**src/rtl/seg14_scan_driver.sv**
```systemverilog
// seg14_scan_driver: time-multiplexes g_num_digits 16-bit 14-segment words onto
// one segment bus with one-hot digit enables. A frame snapshot is taken at every
// frame start; each digit slot is 16 cycles with a blank phase 0 and PWM dimming.
module seg14_scan_driver #(
    parameter int g_num_digits = 16
) (
    input  logic                      i_clk,
    input  logic                      i_reset,
    input  logic [16*g_num_digits-1:0] i_14seg_cntrls,
    input  logic                      i_enable,
    input  logic [3:0]                i_brightness,
    output logic [15:0]               o_seg,
    output logic [g_num_digits-1:0]   o_digit_sel,
    output logic                      o_frame_start
);

    localparam int DIGIT_W = (g_num_digits > 1) ? $clog2(g_num_digits) : 1;
    localparam logic [DIGIT_W-1:0] LAST_DIGIT = DIGIT_W'(g_num_digits - 1);
    localparam logic [g_num_digits-1:0] SEL_ONE = g_num_digits'(1);

    typedef enum logic {IDLE, SCAN} state_t;

    state_t               state, state_nxt;
    logic [DIGIT_W-1:0]   digit_cnt, digit_nxt;
    logic [3:0]           phase_cnt, phase_nxt;
    logic                 load;
    logic                 active;
    logic [15:0]          frame_buf [g_num_digits];
    logic [3:0]           bright_lat;
    logic [15:0]          seg_nxt;
    logic [g_num_digits-1:0] sel_nxt;

    // State and scan position registers
    always_ff @(posedge i_clk or posedge i_reset) begin
        if (i_reset) begin
            state     <= IDLE;
            digit_cnt <= '0;
            phase_cnt <= '0;
        end else begin
            state     <= state_nxt;
            digit_cnt <= digit_nxt;
            phase_cnt <= phase_nxt;
        end
    end

    // Next scan position; a frame load happens whenever the next slot is digit 0 phase 0
    always_comb begin
        state_nxt = state;
        digit_nxt = digit_cnt;
        phase_nxt = phase_cnt;
        load      = 1'b0;
        case (state)
            IDLE: begin
                digit_nxt = '0;
                phase_nxt = '0;
                if (i_enable) begin
                    state_nxt = SCAN;
                    load      = 1'b1;
                end
            end
            SCAN: begin
                if (!i_enable) begin
                    state_nxt = IDLE;
                    digit_nxt = '0;
                    phase_nxt = '0;
                end else begin
                    phase_nxt = phase_cnt + 4'd1;
                    if (phase_cnt == 4'd15)
                        digit_nxt = (digit_cnt == LAST_DIGIT) ? '0 : digit_cnt + DIGIT_W'(1);
                    load = (digit_nxt == '0) && (phase_nxt == 4'd0);
                end
            end
            default: begin
                state_nxt = IDLE;
                digit_nxt = '0;
                phase_nxt = '0;
            end
        endcase
    end

    // Output values for the slot being entered; phase 0 is always blank, so the
    // brightness latched on the load edge is valid before it is first used
    always_comb begin
        active  = (state_nxt == SCAN) && (phase_nxt != 4'd0) && (phase_nxt <= bright_lat);
        seg_nxt = '0;
        sel_nxt = '0;
        if (active) begin
            seg_nxt = frame_buf[digit_nxt];
            sel_nxt = SEL_ONE << digit_nxt;
        end
    end

    // Frame snapshot and brightness latch, refreshed only at frame start
    always_ff @(posedge i_clk or posedge i_reset) begin
        if (i_reset) begin
            for (int d = 0; d < g_num_digits; d++)
                frame_buf[d] <= '0;
            bright_lat <= '0;
        end else if (load) begin
            for (int d = 0; d < g_num_digits; d++)
                frame_buf[d] <= i_14seg_cntrls[16*d +: 16];
            bright_lat <= i_brightness;
        end
    end

    // Registered panel outputs
    always_ff @(posedge i_clk or posedge i_reset) begin
        if (i_reset) begin
            o_seg         <= '0;
            o_digit_sel   <= '0;
            o_frame_start <= 1'b0;
        end else begin
            o_seg         <= seg_nxt;
            o_digit_sel   <= sel_nxt;
            o_frame_start <= load;
        end
    end

endmodule
```
**config.mk**
```make
export PLATFORM = sky130hd
export DESIGN_NAME = seg14_scan_driver
export DESIGN_NICKNAME = d
export VERILOG_FILES = /design/src/rtl/seg14_scan_driver.sv
export SDC_FILE = /design/constraint.sdc
export NUM_CORES = 1
export LEC_CHECK = 0
export CAP_MARGIN = 5
export CORE_AREA = 8 8 203 205
export CTS_CLUSTER_DIAMETER = 120
export DETAILED_ROUTE_END_ITERATION = 6
export DIE_AREA = 0 0 211 213
export REMOVE_ABC_BUFFERS = 1
export SYNTH_ARGS = -nofsm -noshare
export SYNTH_HDL_FRONTEND = slang
export SYNTH_SLANG_ARGS = --single-unit
export TNS_END_PERCENT = 100
```
**constraint.sdc**
```tcl
create_clock -name i_clk -period 16.02 [get_ports i_clk]
set_clock_uncertainty 0.2 [all_clocks]
set_input_delay 1.602 -clock i_clk [delete_from_list [all_inputs] [get_ports i_clk]]
set_output_delay 1.602 -clock i_clk [all_outputs]
set_load 0.02 [all_outputs]
```
# Word-level counts from Yosys, hierarchy flattened
# Index checks and enable logic that the tools add are counted.
[classes]
addsub = 2
mul = 0
div = 0
n_lt_le_gt_ge = 2
n_eq_ne = 2
shifts = 1
n_mux = 16
bitwise = 2
n_reduce_logical = 6
[ops]
columns = ["operator", "count"]
rows = [
  ["$bmux W16 S4", 1],
  ["$mux W16", 4],
  ["$mux W4", 6],
  ["$pmux W4 S2", 2],
  ["$shl A1 B4 Y16 const A", 1],
  ["$add A4 B1 Y4 const B", 2],
  ["$eq A4 B4 Y1 const B", 2],
  ["$logic_not A4 Y1", 2],
  ["$ge A5 B5 Y1 const B", 1],
  ["$not A4 Y5", 1],
  ["$le A4 B4 Y1", 1],
  ["$reduce_bool A4 Y1", 1],
  ["$logic_and A1 B1 Y1", 3],
  ["$mux W1", 2],
  ["$pmux W1 S2", 1],
  ["$not A1 Y1", 1],
]
[word_totals]
register_bits = 302
latchBits = 0
ramBits = 0
mem_bits_ro = 0
inputBits = 263
out_inout_bits = 33
word_cells = 54
mem_count = 0

# Logic depth before layout (Yosys ltp)
[depth]
depth_word = 12
ltp_mapped = 12
ltp_nobuf = 9

# Worst setup path before layout
# Ideal clock, no wire load.
[synth_path]
path_type = "input -> register"
start = "input i_enable"
end = "register o_seg[14]"
setup_ns = 0.143
arrival_ns = 3.499
slack_ns = 12.179
stages = 12
cell_sequence = "and2_1 clkbuf_1 buf_1 nand2b_1 ha_1 nor2b_1 o21a_1 o21a_1 o21ai_0 nand3b_1 clkbuf_1 o32ai_1"
[synth_between]
elab_chain_len = 7
[synth_rtl]
columns = ["item", "line_no", "source"]
rows = [
  ["start: declaration", "10", "input logic i_enable,"],
  ["$mux W4", "62", "if (!i_enable) begin"],
  ["$pmux W4 S2", "52", "case (state)"],
  ["$not A4 Y5 (implied by the code)", "88", "seg_nxt = frame_buf[digit_nxt];"],
  ["$bmux W16 S4", "88", ""],
  ["$mux W16 (implied by the code) (2 in series)", "88", ""],
  ["$mux W16 *", "87", "if (active) begin"],
  ["net seg_nxt[14]", "30", "logic [15:0] seg_nxt;"],
  ["end signal: assignment", "113", "o_seg <= seg_nxt;"],
  ["end: declaration", "12", "output logic [15:0] o_seg,"],
]
# Mark *: on every way through the listed nets, which the timed path passes. The rest lies on a longest branch. The select of a mux whose other input is x is not followed.
# A chain may end at the register's enable or synchronous reset.

# Worst setup path in the final report
[layout_path]
start = "input i_enable"
end = "register o_seg[15]"
# Same word-level chain as after synthesis.

==> metrics.txt <==
Clock Pin Slew Worst Setup and Hold Paths 0.06 ns; first-pass GRT wire length 68690 um; Tmin final 4.855 ns; die width 211 um; post-synthesis mux area share 21.00%; required time worst endpoint 16.15 ns; die height 213 um; post-CTS setup repair buffer count 0; GRT Total Usage 19.56%; core footprint 0.03811 sq mm; number of global-route vias before repair 11450; HP Class register to register; unrepaired setup endpoints after global routing no; Remaining DRCs 0; largest area contributor in the netlist dfrtp_1; ys flop type dfrtp_1; Layout area overhead 29.94%; post-synthesis simple-gate area fraction 10.86%; XOR/XNOR share of the synthesized area 0.3073%; combinational share of power 13.0%; Yosys reg bits 302; TritonCTS buffer count 34; r2r setup slk 11.52 ns; Util after Layout 48.60%; top-count cell post-synth dfrtp_1; Arr. time, crit path 4.98 ns; Hold Fails Final Rpt 0; synthesized area 0.01425 sq mm; Peak VDD IR 64.39 uV; delay-heaviest family, CP simple AND/OR/NAND/NOR gates; CTS Root Cell clkbuf_16; # port buffers 295; pin slew with the least headroom to its limit 1.158 ns; Pint 0.001474 W; Leakage 7.392 nW; drt first pass iters 5; via count 10820; die area 0.04494 sq mm; Worst-Skew Late Latency 0.50 ns; synth top area cells dfrtp_1 53%, mux2_1 15%, mux2_2 5.9%, nand2_1 4.5%, nor2_1 2.6%; commonest cells in the netlist 302 x dfrtp_1, 189 x mux2_1, 170 x nand2_1; H-tree lvl count 2; Mapped Cells 1249; io pins 296; final WL 44650 um; Clock Power Share 39.4%; setup_tns 0 ns; FMAX 0.2060 GHz; Post-DRT Antenna Nets 0; synth unique cells 51; crit path launch type primary input; Ys Warns 0; period utilisation layout 30.31%; Final Max Slew Viols 0; WL/cell 21.92 um; worst relative slew slack 22.81%; Worst path most repeated cell o21a_1; number of synthesized flops with an enable pin 0; grt ovf 0; Sw Share 23.95%; largest family of logic cells by synthesized area multiplexers; sw power 0.0004642 W; endpoints failing setup 0; WS Path Type primary input to register; Synth Area in Compound Gates 9.780%; number of nets in the layout 1767; pwr dens 104.7 mW/mm^2; Setup crit end kind register; # rows 72; CP cell instances clkdlybuf4s50_1 -> and2_2 -> nand2b_1 -> ha_1 -> nor2b_1 -> o21a_1 -> o21a_1 -> o21ai_0 -> nand3b_1 -> buf_4 -> o22ai_1; # resized after CTS 0; fin worst setup slack 11.16 ns; # hold bufs at CTS 0; critical path's slowest cell and2_2; Synth top area share 53.02%; sequential share of power 47.5%; CTS tree built; drt initial violations 783; Initial Utilization 37.40%; post-DP HPWL 29190 um; synthesized area per cell 11.41 sq um; Via density 5.313; CP bufs+invs 2; CTS Buffer Depth 3; outcome finished, final reports clean; TritonCTS Sinks 302; GPL Wtd Cong 0.8045; initial antenna violation count 2; max-cap violations 0; CP max stage delay 0.82 ns; layout cell share with drive strength beyond 1 12.13%; area share of fa/ha/maj cells after synthesis 0.5267%; critical path fanouts, max 37; ys async rst share 100.0%; largest net degree at the start of global routing 101; pre-CTS setup slack 10.65 ns; sequential area share after synthesis 53.02%
==> stage by stage <==
step           total power (W)  hold slack [ns]  instances  instance area [sq um]
3_3_place_gp          0.001179           0.2662       1980                  17430
5_1_grt               0.002030           0.2983       2035                  18520
4_1_cts               0.001964           0.2871       2035                  18520
6_report              0.001938           0.2812       2037                  18520
3_5_place_dp          0.001190           0.2731       1980                  17430
2_1_floorplan         0.001082           0.2526       1152                  13640
==> cell families (layout without fill, tap and decap cells) <==
group,count (synthesis),after routing
and+or+nand+nor,370,370
xor gates and xnor gates,5,5
other,0,2
AOI/OAI and AO/OA,195,195
DFF,302,302
adders and majority gates,6,6
muxes,266,266
buffers and inverters,105,373
==> power groups by stage <==
stage	registers [W]	logic, W	clock network [W]
after global routing	0.000935	0.000279	0.000815
after floorplan	0.000921	0.000161	0
after CTS	0.000921	0.000257	0.000786
after global placement	0.000930	0.000249	0
after detailed placement	0.000935	0.000255	0
final	0.000922	0.000253	0.000764
==> state kept, by name, indices dropped and copies added, names as in the netlist <==
register / flops
frame_buf: 256
state: 1
digit_cnt: 4
o_digit_sel: 16
o_frame_start: 1
bright_lat: 4
phase_cnt: 4
o_seg: 16
==> worst register-to-register path, stage by stage (launching register included) <==
cell and delay, ns:
dfrtp_1 0.51, ha_1 0.36, or4b_1 0.54, a21oi_1 0.16, o2111ai_1 0.22, a21boi_4 0.21, buf_4 0.61, buf_4 1.00
mux2_2 0.57
==> cell usage in the layout (no fill, tap or decap), types with 2 or more instances in the layout <==
cell	n
inv_1	6
nand4_1	2
mux2_1	189
a2111oi_0	2
diode_2	2
o221a_2	30
o22ai_1	45
dfrtp_1	302
clkbuf_8	10
nor2b_1	2
ha_1	6
clkbuf_1	7
o21a_1	2
o21ai_0	34
a32oi_1	30
nor2_1	99
nor3_1	18
clkdlybuf4s50_1	295
mux2_2	74
xnor2_1	2
buf_4	15
nand3b_1	2
and2_2	2
nand3_1	67
nand2_1	166
nand2_2	4
a21oi_1	38
clkbuf_16	35
xor2_1	2
nand2b_1	2
==> layer usage <==
| metal | global-route usage, % | up-vias | wire [um] | part of all wire (%) |
|---|---|---|---|---|
| li1 | - | 4975 | - | - |
| met4 | 3.427 | 0 | 541 | 1.2 |
| met5 | 0 | - | 0 | 0 |
| met1 | 26.82 | 5430 | 20340 | 46 |
| met2 | 31.90 | 368 | 21010 | 47 |
| met3 | 4.213 | 50 | 2755 | 6.2 |
==> path summary, 6_finish.rpt <==
check                                from  cells past startpoint        endpoint
setup reg to reg             digit_cnt[0]                      8   frame_buf[74]
hold / removal             frame_buf[202]                      1  frame_buf[202]
hold reg to reg            frame_buf[202]                      1  frame_buf[202]
setup / recovery                 i_enable                     11       o_seg[15]
min in group asynchronous         i_reset                      2   frame_buf[20]
max in group asynchronous         i_reset                      4  frame_buf[135]
==> area by class of cell <==
type / instances / area, sq um
Inverter: 8 / 37.54
Tap cell: 518 / 648.1
Timing Repair Buffer: 310 / 3065
Sequential cell: 302 / 7557
Antenna cell: 2 / 5.005
Clock inverter: 3 / 46.29
Clock buffer: 52 / 1040
Fill cell: 3453 / 19590
Multi-Input combinational cell: 842 / 6121
No activity file was read; power rests on OpenSTA's default activity.
